## src/rtl/snake_pkg.sv

```systemverilog
// Shared types and defaults for the snake head stepper: direction and state
// encodings, the reversal helper and default grid/tick sizes.
package snake_pkg;

  typedef enum logic [1:0] {
    UP    = 2'd0,
    DOWN  = 2'd1,
    RIGHT = 2'd2,
    LEFT  = 2'd3
  } dir_t;

  typedef enum logic [1:0] {
    IDLE = 2'd0,
    RUN  = 2'd1,
    OVER = 2'd2
  } state_t;

  localparam int DEFAULT_GRID_W   = 16;
  localparam int DEFAULT_GRID_H   = 12;
  localparam int DEFAULT_TICK_DIV = 25_000_000;

  // Opposite directions differ only in the low encoding bit.
  function automatic dir_t opposite(input dir_t d);
    return dir_t'(d ^ 2'b01);
  endfunction

endpackage

```

## src/rtl/snake_head_stepper_tick_divider.sv

```systemverilog
// Game-tick divider: counts enabled clk cycles and pulses tick for one cycle
// when the count reaches TICK_DIV-1; clr holds the count at zero.
module tick_divider
  import snake_pkg::*;
#(
  parameter int TICK_DIV = DEFAULT_TICK_DIV
) (
  input  logic clk,
  input  logic rst,
  input  logic clr,
  input  logic en,
  output logic tick
);

  localparam int CW = (TICK_DIV > 2) ? $clog2(TICK_DIV) : 1;
  localparam logic [CW-1:0] LAST = CW'(TICK_DIV - 1);

  logic [CW-1:0] cnt_q;
  logic [CW-1:0] cnt_d;

  always_comb begin
    cnt_d = cnt_q;
    if (clr) begin
      cnt_d = '0;
    end else if (en) begin
      if (cnt_q == LAST) begin
        cnt_d = '0;
      end else begin
        cnt_d = cnt_q + CW'(1);
      end
    end else begin
      cnt_d = cnt_q;
    end
  end

  assign tick = en && !clr && (cnt_q == LAST);

  always_ff @(posedge clk) begin
    if (rst) begin
      cnt_q <= '0;
    end else begin
      cnt_q <= cnt_d;
    end
  end

endmodule

```

## src/rtl/snake_head_stepper.sv

```systemverilog
// Snake head stepper: validates one-hot direction requests, commits them on
// game ticks and moves the head, flagging walls. Define SNAKE_WRAP_EN to wrap.
module snake_head_stepper
  import snake_pkg::*;
#(
  parameter int GRID_W   = DEFAULT_GRID_W,
  parameter int GRID_H   = DEFAULT_GRID_H,
  parameter int TICK_DIV = DEFAULT_TICK_DIV
) (
  input  logic                      clk,
  input  logic                      rst,
  input  logic                      run_en,
  input  logic                      dir_up,
  input  logic                      dir_down,
  input  logic                      dir_right,
  input  logic                      dir_left,
  output logic [$clog2(GRID_W)-1:0] head_x,
  output logic [$clog2(GRID_H)-1:0] head_y,
  output logic [1:0]                cur_dir,
  output logic                      step_valid,
  output logic                      running,
  output logic                      game_over
);

  localparam int XW  = $clog2(GRID_W);
  localparam int YW  = $clog2(GRID_H);
  localparam int XW1 = XW + 1;
  localparam int YW1 = YW + 1;
  localparam logic [XW1-1:0] MAX_X = XW1'(GRID_W - 1);
  localparam logic [YW1-1:0] MAX_Y = YW1'(GRID_H - 1);

  state_t        state_q, state_d;
  logic [XW-1:0] head_x_q, head_x_d;
  logic [YW-1:0] head_y_q, head_y_d;
  dir_t          cur_dir_q, cur_dir_d;
  dir_t          pending_dir_q, pending_dir_d;
  logic          step_valid_q, step_valid_d;
  logic          running_q, running_d;
  logic          game_over_q, game_over_d;

  logic          tick_s;
  logic          req_valid_s;
  dir_t          req_dir_s;
  dir_t          next_cur_s;
  logic [XW:0]   nx_s;
  logic [YW:0]   ny_s;
  logic          wall_s;

  tick_divider #(
    .TICK_DIV (TICK_DIV)
  ) u_tick (
    .clk  (clk),
    .rst  (rst),
    .clr  (state_q != RUN),
    .en   (run_en),
    .tick (tick_s)
  );

  always_comb begin
    req_valid_s = 1'b1;
    req_dir_s   = RIGHT;
    case ({dir_up, dir_down, dir_right, dir_left})
      4'b1000: req_dir_s = UP;
      4'b0100: req_dir_s = DOWN;
      4'b0010: req_dir_s = RIGHT;
      4'b0001: req_dir_s = LEFT;
      default: req_valid_s = 1'b0;
    endcase
  end

  // Candidate cell is one bit wider so underflow/overflow show up as out-of-range.
  always_comb begin
    nx_s = {1'b0, head_x_q};
    ny_s = {1'b0, head_y_q};
    case (pending_dir_q)
      UP:      ny_s = {1'b0, head_y_q} - YW1'(1);
      DOWN:    ny_s = {1'b0, head_y_q} + YW1'(1);
      RIGHT:   nx_s = {1'b0, head_x_q} + XW1'(1);
      LEFT:    nx_s = {1'b0, head_x_q} - XW1'(1);
      default: nx_s = {1'b0, head_x_q};
    endcase
    wall_s = (nx_s > MAX_X) || (ny_s > MAX_Y);
  end

`ifdef SNAKE_WRAP_EN
  logic [XW-1:0] wrap_x_s;
  logic [YW-1:0] wrap_y_s;

  always_comb begin
    if (nx_s > MAX_X) begin
      wrap_x_s = (pending_dir_q == LEFT) ? XW'(GRID_W - 1) : '0;
    end else begin
      wrap_x_s = nx_s[XW-1:0];
    end
    if (ny_s > MAX_Y) begin
      wrap_y_s = (pending_dir_q == UP) ? YW'(GRID_H - 1) : '0;
    end else begin
      wrap_y_s = ny_s[YW-1:0];
    end
  end
`endif

  assign next_cur_s = tick_s ? pending_dir_q : cur_dir_q;

  always_comb begin
    state_d       = state_q;
    head_x_d      = head_x_q;
    head_y_d      = head_y_q;
    cur_dir_d     = cur_dir_q;
    pending_dir_d = pending_dir_q;
    step_valid_d  = 1'b0;
    game_over_d   = game_over_q;
    case (state_q)
      IDLE: begin
        if (req_valid_s) begin
          cur_dir_d     = req_dir_s;
          pending_dir_d = req_dir_s;
          state_d       = RUN;
        end else begin
          state_d = IDLE;
        end
      end
      RUN: begin
        if (tick_s) begin
          cur_dir_d = pending_dir_q;
          if (!wall_s) begin
            head_x_d     = nx_s[XW-1:0];
            head_y_d     = ny_s[YW-1:0];
            step_valid_d = 1'b1;
          end else begin
`ifdef SNAKE_WRAP_EN
            head_x_d     = wrap_x_s;
            head_y_d     = wrap_y_s;
            step_valid_d = 1'b1;
`else
            game_over_d  = 1'b1;
            state_d      = OVER;
`endif
          end
        end else begin
          cur_dir_d = cur_dir_q;
        end
        // Reversal is judged against the direction that will be committed after this edge.
        if (req_valid_s && (req_dir_s != opposite(next_cur_s))) begin
          pending_dir_d = req_dir_s;
        end else begin
          pending_dir_d = pending_dir_q;
        end
      end
      OVER: begin
        state_d = OVER;
      end
      default: begin
        state_d = IDLE;
      end
    endcase
    running_d = (state_d == RUN);
  end

  always_ff @(posedge clk) begin
    if (rst) begin
      state_q       <= IDLE;
      head_x_q      <= XW'(GRID_W / 2);
      head_y_q      <= YW'(GRID_H / 2);
      cur_dir_q     <= RIGHT;
      pending_dir_q <= RIGHT;
      step_valid_q  <= 1'b0;
      running_q     <= 1'b0;
      game_over_q   <= 1'b0;
    end else begin
      state_q       <= state_d;
      head_x_q      <= head_x_d;
      head_y_q      <= head_y_d;
      cur_dir_q     <= cur_dir_d;
      pending_dir_q <= pending_dir_d;
      step_valid_q  <= step_valid_d;
      running_q     <= running_d;
      game_over_q   <= game_over_d;
    end
  end

  assign head_x     = head_x_q;
  assign head_y     = head_y_q;
  assign cur_dir    = cur_dir_q;
  assign step_valid = step_valid_q;
  assign running    = running_q;
  assign game_over  = game_over_q;

endmodule

```

## config.mk

```make
export PLATFORM = sky130hd
export DESIGN_NAME = snake_head_stepper
export DESIGN_NICKNAME = d
export VERILOG_FILES = /design/src/rtl/snake_pkg.sv /design/src/rtl/snake_head_stepper_tick_divider.sv /design/src/rtl/snake_head_stepper.sv
export SDC_FILE = /design/constraint.sdc
export NUM_CORES = 1
export LEC_CHECK = 0
export ABC_AREA = 0
export BUFFER_PORTS_ARGS = -buffer_cell sky130_fd_sc_hd__buf_2
export CAP_MARGIN = 40
export CORE_ASPECT_RATIO = 1.25
export CORE_UTILIZATION = 60
export CTS_CLUSTER_DIAMETER = 100
export CTS_CLUSTER_SIZE = 28
export DETAILED_ROUTE_END_ITERATION = 16
export PLACE_DENSITY = 0.88
export SETUP_SLACK_MARGIN = 0.15
export SLEW_MARGIN = 0
export SYNTH_ARGS = -nofsm -noshare
export SYNTH_HDL_FRONTEND = slang
export SYNTH_SLANG_ARGS = --single-unit
```

## constraint.sdc

```tcl
create_clock -name clk -period 4.05 [get_ports clk]
set_input_delay 0.2025 -clock clk [delete_from_list [all_inputs] [get_ports clk]]
set_output_delay 0.2025 -clock clk [all_outputs]
set_load 0.01 [all_outputs]
```

==> impl_results.md, run 1 <==
- Status: finished with violations
- Violated checks: DRC
- Root buffer cell: clkbuf_8
- WP data required: 4.24 ns
- Clk pwr share: 0.404
- Combinational share of power: 0.071
- Max clock buf depth: 2
- Fillers: 298
- Synth Register Bits: 42
- Worst Setup Start Kind: flip-flop
- Top Ports: 20
- Hold/Removal Path Class: input pin to flip-flop
- Synthesized area per cell: 8.680 um^2
- H-tree levels: 2
- Largest net degree at the start of global routing: 26
- First-pass GRT wire length: 7.486 mm
- Final Non-Filler Cells: 328
- Layout cells sized above 1: 0.1389
- CTS Buf Count: 5
- ANT cells: 0
- Share of power burned in registers: 0.525
- Placeable Area: 3754 um^2
- Initial Utilization: 0.6267
- Starting DRT DRC Count: 119
- Via count: 1963
- Most frequent cells in the layout: dfxtp_1 (42), nor2_1 (38), nand2_1 (21), buf_2 (19), xor2_1 (18)
- Antenna violations before repair: 0
- Worst Path Max Fanout: 8
- Synth top area cells: dfxtp_1 (36%), xor2_1 (6.7%), nor2_1 (6.1%)
- Hold Path Origin: run_en
- Leakage: 0.9570 nW
- Post-DRT Antenna Nets: 0
- Design Area, Final: 2557 um^2
- Final setup violation count: 0
- Int Power: 0.0006250 W
- Worst-skew pair later-pin latency: 0.29 ns
- Most used DFF post-synth: dfxtp_1
- Max_cap viols: 0
- FMAX: 350.5 MHz
- Dpl ws: 1.252 ns
- Async set or reset register ratio after synthesis: 0
- Sw Ratio: 0.2285
- Routability Congestion: 0.8857
- Proportion of netlist area held by the largest area contributor: 0.3574
- Netlist Area Pre-Place: 2352 um^2
- Worst setup path class: flip-flop to flip-flop
- Chip width: 58.01 um
- Drt total wl: 4.667 mm
- # DRC: 1
- Switching power total: 0.0001851 W
- Data arrival, critical path: 3.04 ns
- Crit. End Element: flip-flop
- RSZ-0062 raised after global routing: no
- CTS resizes: 0
- Nets: 300
- Most common cell after layout, fill and taps aside: dfxtp_1
- Congestion Overflow GR: 0
- Post-synth cell types: 56
- Die Footprint: 4177 um^2
- Post-synth EDFFs: 0
- Via density: 5.985
- Final WS setup: 1.197 ns
- CTS sink cnt: 42
- Input/output buffers: 19
- Rows: 25
- Final cycle utilization of the critical path: 0.7044
- Setup Skew: 0.007405 ns
- GRT Util Overall: 0.2323
- CTS tree: built
- Vias in the first global route: 1717
- Synth area leader: dfxtp_1
- # hold bufs at CTS: 0
- WL/cell: 14.23 um
- Final Critical Period: 2.853 ns
- Worst setup path startpoint: pending_dir_q[1]$_SDFFE_PP1P_
- Final TNS setup: 0 ns
- VDD IR max: 0.2864 mV
- Placed cell count: 320
- Relative max-transition margin: 0.5411
- Reg-to-reg critical path startpoint: pending_dir_q[1]$_SDFFE_PP1P_
- Postcts setup bufs: 0
- Slew at the pin closest to its max-slew limit: 0.6820 ns
- Pins Over Slew Limit: 0
- Final hold vios: 0
- Pwr Total: 0.0008101 W
- Area grow syn2layout: 8.723%
- Mapped Cells: 271
- Post-DP HPWL: 3.348 mm
- Reg clk slew, reported paths: 0.08 ns
- Post-Syn Nets: 284
- Die height: 72.01 um
- Yosys warns: 0
- Cell Pwr Density: 316.8 nW/um^2
- Sequential area share after synthesis: 0.3574
- DRT Pass-1 Iters: 10
- Post-DP Area: 2447 um^2
area by class of cell:
type | count | area [um^2] | area share
Multi-Input combinational cell | 210 | 1428 | 0.5582
Sequential cell | 42 | 840.8 | 0.3288
Timing Repair Buffer | 19 | 95.09 | 0.03718
Clock buffer | 6 | 72.57 | 0.02838
Tap cell | 40 | 50.05 | 0.01957
Clock inverter | 2 | 37.54 | 0.01468
Inverter | 9 | 33.78 | 0.01321
per-stage QoR:
step	util	hold slack, ns
detailed placement	0.6520	0.4501
global route	0.6813	0.2620
floorplan	-	0.3629
finish	0.6813	0.2497
global placement	0.6520	0.4418
CTS	0.6813	0.2464
sequential cells by signal, summed over array words and instances, names as in the netlist:
signal / flops
game_over: 1
cur_dir: 2
pending_dir_q: 2
state_q: 2
step_valid: 1
head_y: 4
u_tick.cnt_q: 25
running: 1
head_x: 4
worst max-delay path, stage by stage, from the launching register on:
cell       delay (ns)
dfxtp_1          0.47
inv_1            0.11
nand2_1          0.15
inv_1            0.09
fa_1             0.42
nor2b_1          0.14
o21a_1           0.15
nor3_1           0.05
a2111oi_1        0.62
nand2_2          0.20
mux2_1           0.34
synthesized netlist by cell type (all sizes together), types with 3 or more instances:
cell	instances
nor3	8
nand4	9
o21a	4
dfxtp	42
mux2i	7
nor2	38
nand2	23
xor2	18
a21oi	6
buf	8
and3	5
nor4	7
a211o	3
nand3	11
o21ai	4
a211oi	4
nand2b	6
ha	5
or4	4
xnor2	16
inv	9
nor2b	3
routing by layer:
metal | global-route usage | up-vias | wire length, um | share of wire
li1 | - | 979 | - | -
met1 | 0.2545 | 922 | 1953 | 0.42
met2 | 0.4151 | 51 | 2437 | 0.52
met3 | 0.05882 | 11 | 181 | 0.039
met4 | 0.1058 | 0 | 95 | 0.020
met5 | 0 | - | 0 | 0
kinds of logic (layout without fill, tap and decap cells):
logic type / Yosys count / count (layout) / synth area share
AO/OA/AOI/OAI: 33 / 33 / 0.1064
buffers and inverters: 19 / 36 / 0.03564
XOR/XNOR: 34 / 34 / 0.1266
flip-flops: 42 / 42 / 0.3574
adder cells (fa/ha/maj): 6 / 6 / 0.03511
AND/OR/NAND/NOR: 129 / 129 / 0.3043
multiplexers: 8 / 8 / 0.03458
final timing paths:
kind | end | slack, ns | cells after the start
setup reg to reg | head_y[0]$_SDFFE_PP0P_ | 1.20 | 10
hold / removal | u_tick.cnt_q[0]$_SDFFE_PP0P_ | 0.25 | 3
hold reg to reg | game_over$_SDFFE_PP0P_ | 0.46 | 2
setup / recovery | head_y[0]$_SDFFE_PP0P_ | 1.20 | 10
power by group through the flow:
stage / Combinational [W] / Clock [W] / Sequential, W
after detailed placement: 0.0000568 / 0 / 0.000435
final: 0.0000573 / 0.000327 / 0.000425
after global routing: 0.0000635 / 0.000354 / 0.000427
after floorplan: 0.0000493 / 0 / 0.000430
after global placement: 0.0000552 / 0 / 0.000435
after CTS: 0.0000573 / 0.000335 / 0.000425
(Power assumes the default switching activity.)
==> run 2: changes to the inputs <==
--- a/config.mk
+++ b/config.mk
@@ -5,15 +5,15 @@
 export SDC_FILE = /design/constraint.sdc
 export NUM_CORES = 1
 export LEC_CHECK = 0
-export ABC_AREA = 0
+export ABC_AREA = 1
 export BUFFER_PORTS_ARGS = -buffer_cell sky130_fd_sc_hd__buf_2
 export CAP_MARGIN = 40
 export CORE_ASPECT_RATIO = 1.25
-export CORE_UTILIZATION = 60
+export CORE_UTILIZATION = 59
 export CTS_CLUSTER_DIAMETER = 100
 export CTS_CLUSTER_SIZE = 28
 export DETAILED_ROUTE_END_ITERATION = 16
-export PLACE_DENSITY = 0.88
+export PLACE_DENSITY = 0.87
 export SETUP_SLACK_MARGIN = 0.15
 export SLEW_MARGIN = 0
 export SYNTH_ARGS = -nofsm -noshare
==> constraint.sdc (replaced) <==
create_clock -name clk -period 2.9 [get_ports clk]
set_input_delay 0.145 -clock clk [delete_from_list [all_inputs] [get_ports clk]]
set_output_delay 0.145 -clock clk [all_outputs]
set_load 0.01 [all_outputs]
==> run 2 against run 1 <==
  * The flow now finishes without violations
  * Worst hold slack worse by 0.072 ns
  * Die area grew 6.1%
  * Largest cell class unchanged
  * Sequential share of layout area shrank 1.8 points
  * Final cell count grew 36%
  * Sequential cell count unchanged
  * Sequential power is 39% higher
  * Area after synthesis grew 4.6%
  * Clock skew fell by 0.0034 ns
  * Wire length increased by 12%
  * Total power up 32%
  * Critical path type unchanged
==> impl_results.md, run 2 <==
- Yosys warns: 0 (unchanged)
- Most frequent cells in the layout: nand2_1 (71), inv_1 (58), nor2_1 (42), dfxtp_1 (42), a21oi_1 (31)
- Postcts setup bufs: 0 (unchanged)
- Final TNS setup: 0 ns (unchanged)
- FMAX: 423.1 MHz (+21%)
- Netlist Area Pre-Place: 2460 um^2 (+4.6%)
- Largest net degree at the start of global routing: 14 (-46%)
- Most common cell after layout, fill and taps aside: nand2_1
- Post-Syn Nets: 381 (+34%)
- Via density: 5.345 (-11%)
- Die Footprint: 4433 um^2 (+6.1%)
- Post-DRT Antenna Nets: 0 (unchanged)
- Synth top cells by count: nand2_1 (71), inv_1 (58), dfxtp_1 (42), nor2_1 (42), a21oi_1 (31)
- Proportion of netlist area held by the largest area contributor: 0.3418 (-0.01564)
- WL/cell: 11.68 um (-18%)
- Sw Ratio: 0.2459 (+0.01737)
- Int Power: 0.0008072 W (+29%)
- Top Ports: 20 (unchanged)
- Share of power burned in registers: 0.552 (+0.027)
- Post-synth EDFFs: 0 (unchanged)
- Combinational share of power: 0.088 (+0.017)
- Worst Setup Start Kind: flip-flop
- Final WS setup: 0.5365 ns (-0.6608 ns)
- Rows: 25 (unchanged)
- Final cycle utilization of the critical path: 0.8150 (+0.1106)
- ANT cells: 0 (unchanged)
- Via count: 2389 (+22%)
- Input/output buffers: 19 (unchanged)
- Max_cap viols: 0 (unchanged)
- Root buffer cell: clkbuf_8
- DRT Pass-1 Iters: 4 (-6)
- Antenna violations before repair: 0 (unchanged)
- Post-DP HPWL: 4.030 mm (+20%)
- Mapped Cells: 368 (+36%)
- CTS Buf Count: 5 (unchanged)
- Pins Over Slew Limit: 0 (unchanged)
- Data arrival, critical path: 2.56 ns (-0.48 ns)
- Final setup violation count: 0 (unchanged)
- Die height: 74.19 um (+3.0%)
- Fillers: 351 (+18%)
- Initial Utilization: 0.6342 (+0.007527)
- Post-DP Area: 2614 um^2 (+6.8%)
- Congestion Overflow GR: 0 (unchanged)
- Routability Congestion: 0.8720 (-1.5%)
- WP data required: 3.09 ns (-1.15 ns)
- GRT Util Overall: 0.2549 (+0.02261)
- Worst setup path class: flip-flop to flip-flop
- Leakage: 1.075 nW (+12%)
- Nets: 405 (+35%)
- Crit. End Element: flip-flop
- Max clock buf depth: 2 (unchanged)
- Layout cells sized above 1: 0.1298 (-0.009118)
- Worst Path Max Fanout: 10 (+2)
- Starting DRT DRC Count: 153 (+29%)
- Final Critical Period: 2.364 ns (-0.4892 ns)
- Sequential area share after synthesis: 0.3418 (-0.01564)
- Synth area leader: dfxtp_1
- Worst-skew pair later-pin latency: 0.29 ns (about the same)
- Most used DFF post-synth: dfxtp_1
- Final hold vios: 0 (unchanged)
- Setup Skew: 0.004035 ns (-0.003370 ns)
- Switching power total: 0.0002632 W (+42%)
- Design Area, Final: 2705 um^2 (+5.8%)
- Placeable Area: 3879 um^2 (+3.3%)
- Async set or reset register ratio after synthesis: 0 (unchanged)
- Synthesized area per cell: 6.684 um^2 (-23%)
- CTS sink cnt: 42 (unchanged)
- Area grow syn2layout: 9.969%
- CTS resizes: 0 (unchanged)
- Reg clk slew, reported paths: 0.08 ns (about the same)
- Top-count cell post-synth: nand2_1
- Largest Register: u_tick.cnt_q
- H-tree levels: 2 (unchanged)
- Slew at the pin closest to its max-slew limit: 0.5579 ns (-0.1242 ns)
- Synth Register Bits: 42 (unchanged)
- Relative max-transition margin: 0.6249 (+0.08379)
- Drt total wl: 5.223 mm (+12%)
- Hold/Removal Path Class: input pin to flip-flop
- Post-synth cell types: 38 (-32%)
- # hold bufs at CTS: 0 (unchanged)
- RSZ-0062 raised after global routing: no
- # DRC: 0 (-1)
- CTS tree: built
- Chip width: 59.75 um (+3.0%)
- VDD IR max: 0.3237 mV (+13%)
- Dpl ws: 0.5650 ns (-0.6871 ns)
- Hold_ws: 0.1780 ns (-0.07177 ns)
- Status: finished, final reports clean
- Synth top area cells: dfxtp_1 (34%), nand2_1 (11%), inv_1 (8.9%)
- Cell Pwr Density: 395.7 nW/um^2 (+25%)
- First-pass GRT wire length: 8.583 mm (+15%)
- Vias in the first global route: 2086 (+21%)
- Flip-flop count of the largest register after layout: 25 (unchanged)
- Clk pwr share: 0.360 (-0.044)
run 2: changes by cell type after synthesis, sizes merged, moves of 12 or more:
cell   delta
nand2    +53
xnor2    -16
nand3    +20
xor2     -12
a21oi    +26
o21ai    +14
inv      +51
run 2: final cells by class:
class                   instances  area, um^2  share of cell area
multi-input cells             262        1374              0.5079
inverters                      61       229.0             0.08464
clock inverters                 1       5.005            0.001850
flip-flops and latches         42       840.8              0.3108
well taps                      54       67.56             0.02498
clock buffers                   7       86.33             0.03191
repair buffers                 20       102.6             0.03793
run 2: routing by layer:
layer / GRT usage / vias up / share of wire / wire length, um
met5: 0 / - / 0 / 0
met4: 0.09819 / 0 / 0.016 / 81
met3: 0.04870 / 7 / 0.039 / 203
met2: 0.4691 / 47 / 0.52 / 2729
met1: 0.2843 / 1086 / 0.42 / 2208
li1: - / 1249 / - / -
run 2: worst paths after layout:
path                                 startpoint                             to  slack [ns]  depth (start not counted)
setup / recovery  pending_dir_q[1]$_SDFFE_PP1P_         head_y[0]$_SDFFE_PP0P_        0.54                         13
hold / removal                              rst          state_q[1]$_SDFF_PP0_        0.18                          2
setup reg to reg  pending_dir_q[1]$_SDFFE_PP1P_         head_y[0]$_SDFFE_PP0P_        0.54                         13
hold reg to reg   u_tick.cnt_q[10]$_SDFFE_PP0P_  u_tick.cnt_q[10]$_SDFFE_PP0P_        0.47                          2
run 2: cell families (layout without fill, tap and decap cells):
| family | Yosys count | after routing | synth area share |
|---|---|---|---|
| simple gates | 190 | 190 | 0.3703 |
| buf+inv | 64 | 89 | 0.09969 |
| compound gates | 60 | 60 | 0.1333 |
| flops | 42 | 42 | 0.3418 |
| fa+ha+maj | 6 | 6 | 0.03357 |
| xor+xnor | 6 | 6 | 0.02136 |
run 2: worst max-delay path, stage by stage (launching register included):
cell and delay [ns]:
dfxtp_1 0.47, inv_2 0.14, nand2_1 0.15, inv_1 0.09, fa_1 0.40, o21ai_0 0.22, xor2_1 0.17, inv_1 0.05
nand2_1 0.10, nand3_4 0.11, nor2_4 0.16, nand3_1 0.10, nand2_1 0.07, nor2_1 0.04
run 2: per-stage QoR:
stage	util	power, W	std cells
floorplan	-	0.0006747	368
finish	0.6974	0.001070	447
global route	0.6974	0.001111	447
global placement	0.6739	0.0006958	439
detailed placement	0.6739	0.0006980	439
CTS	0.6974	0.001075	447
run 2: power groups by stage:
stage | registers (W) | clock network, W | logic (W)
after global routing | 0.000592 | 0.000413 | 0.000106
after global placement | 0.000604 | 0 | 0.0000919
after floorplan | 0.000604 | 0 | 0.0000704
after CTS | 0.000591 | 0.000390 | 0.0000942
after detailed placement | 0.000604 | 0 | 0.0000938
final | 0.000591 | 0.000385 | 0.0000947
==> run 3: changes to the inputs <==
==> constraint.sdc (replaced) <==
create_clock -name clk -period 2.4 [get_ports clk]
set_input_delay 0.12 -clock clk [delete_from_list [all_inputs] [get_ports clk]]
set_output_delay 0.12 -clock clk [all_outputs]
set_load 0.01 [all_outputs]
==> run 3 against run 2 <==
  * Cell area rose by 1.4%
  * Clock skew rose by 0.0026 ns
  * Die area did not move
  * Sequential share of layout area fell by 0.35 points
  * Count of clock-buffer cells in the layout did not move
  * First-iteration DRC count rose by 2.0%
  * Utilization rose by 1.0 points
  * Wire length rose by 1.4%
  * Sequential cell count did not move
  * Largest cell class unchanged
  * Largest power group unchanged
==> impl_results.md, run 3 (synthesis gave the netlist of run 2 again) <==
- CP max stage delay: 0.42 ns (-0.05 ns)
- Placeable Area: 3879 um^2 (unchanged)
- Post-DP HPWL: 4.137 mm (+2.7%)
- Postcts setup bufs: 0 (unchanged)
- Via count: 2417 (+1.2%)
- VDD IR max: 0.3541 mV (+9.4%)
- Final cycle utilization of the critical path: 0.8577 (+0.04274)
- Worst R2R Path Depth: 9 (-4)
- CP max stage cell: nor2_2
- Reg clk slew, reported paths: 0.08 ns (about the same)
- Clk pwr share: 0.357 (-0.003)
- CTS sink cnt: 42 (unchanged)
- Via density: 5.371 (+0.50%)
- Design Area, Final: 2744 um^2 (+1.4%)
- WP data required: 2.64 ns (-0.45 ns)
- Worst-skew pair later-pin latency: 0.30 ns (about the same)
- Final Critical Period: 2.059 ns (-0.3049 ns)
- Reg-to-reg critical path startpoint: u_tick.cnt_q[0]$_SDFFE_PP0P_
- ANT cells: 0 (unchanged)
- CTS tree: built
- Root buffer cell: clkbuf_8
- Fillers: 343 (-2.3%)
- Leakage: 1.090 nW (+1.4%)
- Post-DP Area: 2636 um^2 (+0.86%)
- Hold path depth: 2 (unchanged)
- Routability Congestion: 0.8696 (-0.28%)
- Cell Pwr Density: 474.0 nW/um^2 (+20%)
- First-pass GRT wire length: 9.101 mm (+6.0%)
- Worst setup path class: flip-flop to flip-flop
- Largest Register: u_tick.cnt_q
- Post-DRT Antenna Nets: 0 (unchanged)
- Die Footprint: 4433 um^2 (unchanged)
- Slew at the pin closest to its max-slew limit: 0.5573 ns (-0.0006185 ns)
- # hold bufs at CTS: 0 (unchanged)
- Sw Ratio: 0.2461 (+0.0002542)
- Top Ports: 20 (unchanged)
- Share of power burned in registers: 0.548 (-0.004)
- H-tree levels: 2 (unchanged)
- DRT Pass-1 Iters: 5 (+1)
- Int Power: 0.0009804 W (+21%)
- Die height: 74.19 um (unchanged)
- Flip-flop count of the largest register after layout: 25 (unchanged)
- Layout cells sized above 1: 0.1515 (+0.02174)
- Hold Path Origin: rst
- Cell Chain, Critical Path: ha_1, nand3_2, nor2_2, nand3_1, nor2_1, nor2_2, clkinvlp_4, a21oi_1, o21a_1
- Starting DRT DRC Count: 156 (+2.0%)
- Setup Skew: 0.006615 ns (+0.002580 ns)
- Input/output buffers: 19 (unchanged)
- CTS Buf Count: 5 (unchanged)
- Pins Over Slew Limit: 0 (unchanged)
- # DRC: 0 (unchanged)
- Worst Path Max Fanout: 13 (+3)
- Pwr Total: 0.001300 W (+21%)
- Combinational share of power: 0.095 (+0.007)
- Most frequent cells in the layout: nand2_1 (71), inv_1 (58), nor2_1 (41), dfxtp_1 (40), a21oi_1 (31)
- Critical path's most frequent cell: nor2_2
- R2r setup slk: 0.34 ns (-0.20 ns)
- Max_cap viols: 0 (unchanged)
- Congestion Overflow GR: 0 (unchanged)
- Switching power total: 0.0003201 W (+22%)
- Nets: 408 (+0.74%)
- Worst Hold End: game_over$_SDFFE_PP0P_
- Drt total wl: 5.297 mm (+1.4%)
- RSZ-0062 raised after global routing: yes
- WL/cell: 11.77 um (+0.74%)
- Largest net degree at the start of global routing: 14 (unchanged)
- Data arrival, critical path: 2.30 ns (-0.26 ns)
- Final hold vios: 0 (unchanged)
- R2r endpoint: u_tick.cnt_q[24]$_SDFFE_PP0P_
- Max clock buf depth: 2 (unchanged)
- Most common cell after layout, fill and taps aside: nand2_1
- GRT Util Overall: 0.2658 (+0.01096)
- FMAX: 485.8 MHz (+15%)
- Chip width: 59.75 um (unchanged)
- Hold/Removal Path Class: input pin to flip-flop
- Crit. End Element: flip-flop
- Antenna violations before repair: 0 (unchanged)
- Initial Utilization: 0.6342 (unchanged)
- Status: finished, final reports clean
- Vias in the first global route: 2309 (+11%)
- Relative max-transition margin: 0.6253 (about the same)
- Worst Setup Start Kind: flip-flop
- Final setup violation count: 0 (unchanged)
- Area grow syn2layout: 11.55%
- Rows: 25 (unchanged)
run 3: changes by cell type in the layout (fill, tap and decap cells not counted), sizes merged:
cell      before  now
buf           20   23
clkinv         2    1
clkinvlp       0    1
run 3: worst max-delay path by stage:
stage	slack (ns)	depth (start not counted)	start	endpoint
after floorplan	0.30	13	pending_dir_q[1]$_SDFFE_PP1P_	head_y[1]$_SDFFE_PP1P_
after global placement	0.08	9	u_tick.cnt_q[0]$_SDFFE_PP0P_	u_tick.cnt_q[24]$_SDFFE_PP0P_
after detailed placement	-0.01	9	u_tick.cnt_q[0]$_SDFFE_PP0P_	u_tick.cnt_q[24]$_SDFFE_PP0P_
after CTS	0.23	12	pending_dir_q[0]$_SDFFE_PP0P_	head_y[1]$_SDFFE_PP1P_
after global routing	0.12	9	u_tick.cnt_q[0]$_SDFFE_PP0P_	u_tick.cnt_q[24]$_SDFFE_PP0P_
final	0.34	9	u_tick.cnt_q[0]$_SDFFE_PP0P_	u_tick.cnt_q[24]$_SDFFE_PP0P_
run 3: metal layers:
layer / part of all wire / vias up / wire (um) / GRT usage
li1: - / 1248 / - / -
met1: 0.42 / 1111 / 2202 / 0.2652
met5: 0 / - / 0 / 0
met3: 0.035 / 8 / 186 / 0.05217
met4: 0.015 / 0 / 80 / 0.1008
met2: 0.53 / 50 / 2827 / 0.5247
run 3: cell type report:
type | instances | area (um^2) | area share
multi-input cells | 262 | 1384 | 0.5043
flip-flops and latches | 42 | 843.3 | 0.3073
inverters | 61 | 232.7 | 0.08482
repair buffers | 23 | 125.1 | 0.04560
clock buffers | 7 | 86.33 | 0.03146
well taps | 54 | 67.56 | 0.02462
clock inverters | 1 | 5.005 | 0.001824
run 3: worst max-delay path: cells and delay by family (launching register included):
family / cells / cell delay [ns]
adders and majority gates: 1 / 0.24
buffers and inverters: 1 / 0.36
and+or+nand+nor: 5 / 0.75
DFF: 1 / 0.33
AOI/OAI and AO/OA: 2 / 0.33
run 3: repair_timing:
item,CTS,global route
pin swaps,0,4
setup endpoints to repair,9,11
cloned,0,0
resized for setup,1,7
run 3: power groups by stage:
stage               clock network, W  logic (W)  registers [W]
floorplan                          0  0.0000850       0.000730
global placement                   0   0.000118       0.000727
detailed placement                 0   0.000121       0.000728
CTS                         0.000476   0.000122       0.000712
global route                0.000503   0.000139       0.000714
finish                      0.000465   0.000123       0.000713
run 3: metrics by stage:
stage	instances	hold slack, ns	setup slack, ns	setup TNS, ns	util
after floorplan	368	0.3020	0.2980	0	-
after global placement	442	0.4447	0.07601	0	0.6797
after detailed placement	442	0.4517	-0.01485	-0.01485	0.6797
after CTS	450	0.1398	0.2282	0	0.7039
after global routing	450	0.1612	0.1174	0	0.7074
final	450	0.1435	0.3414	0	0.7074
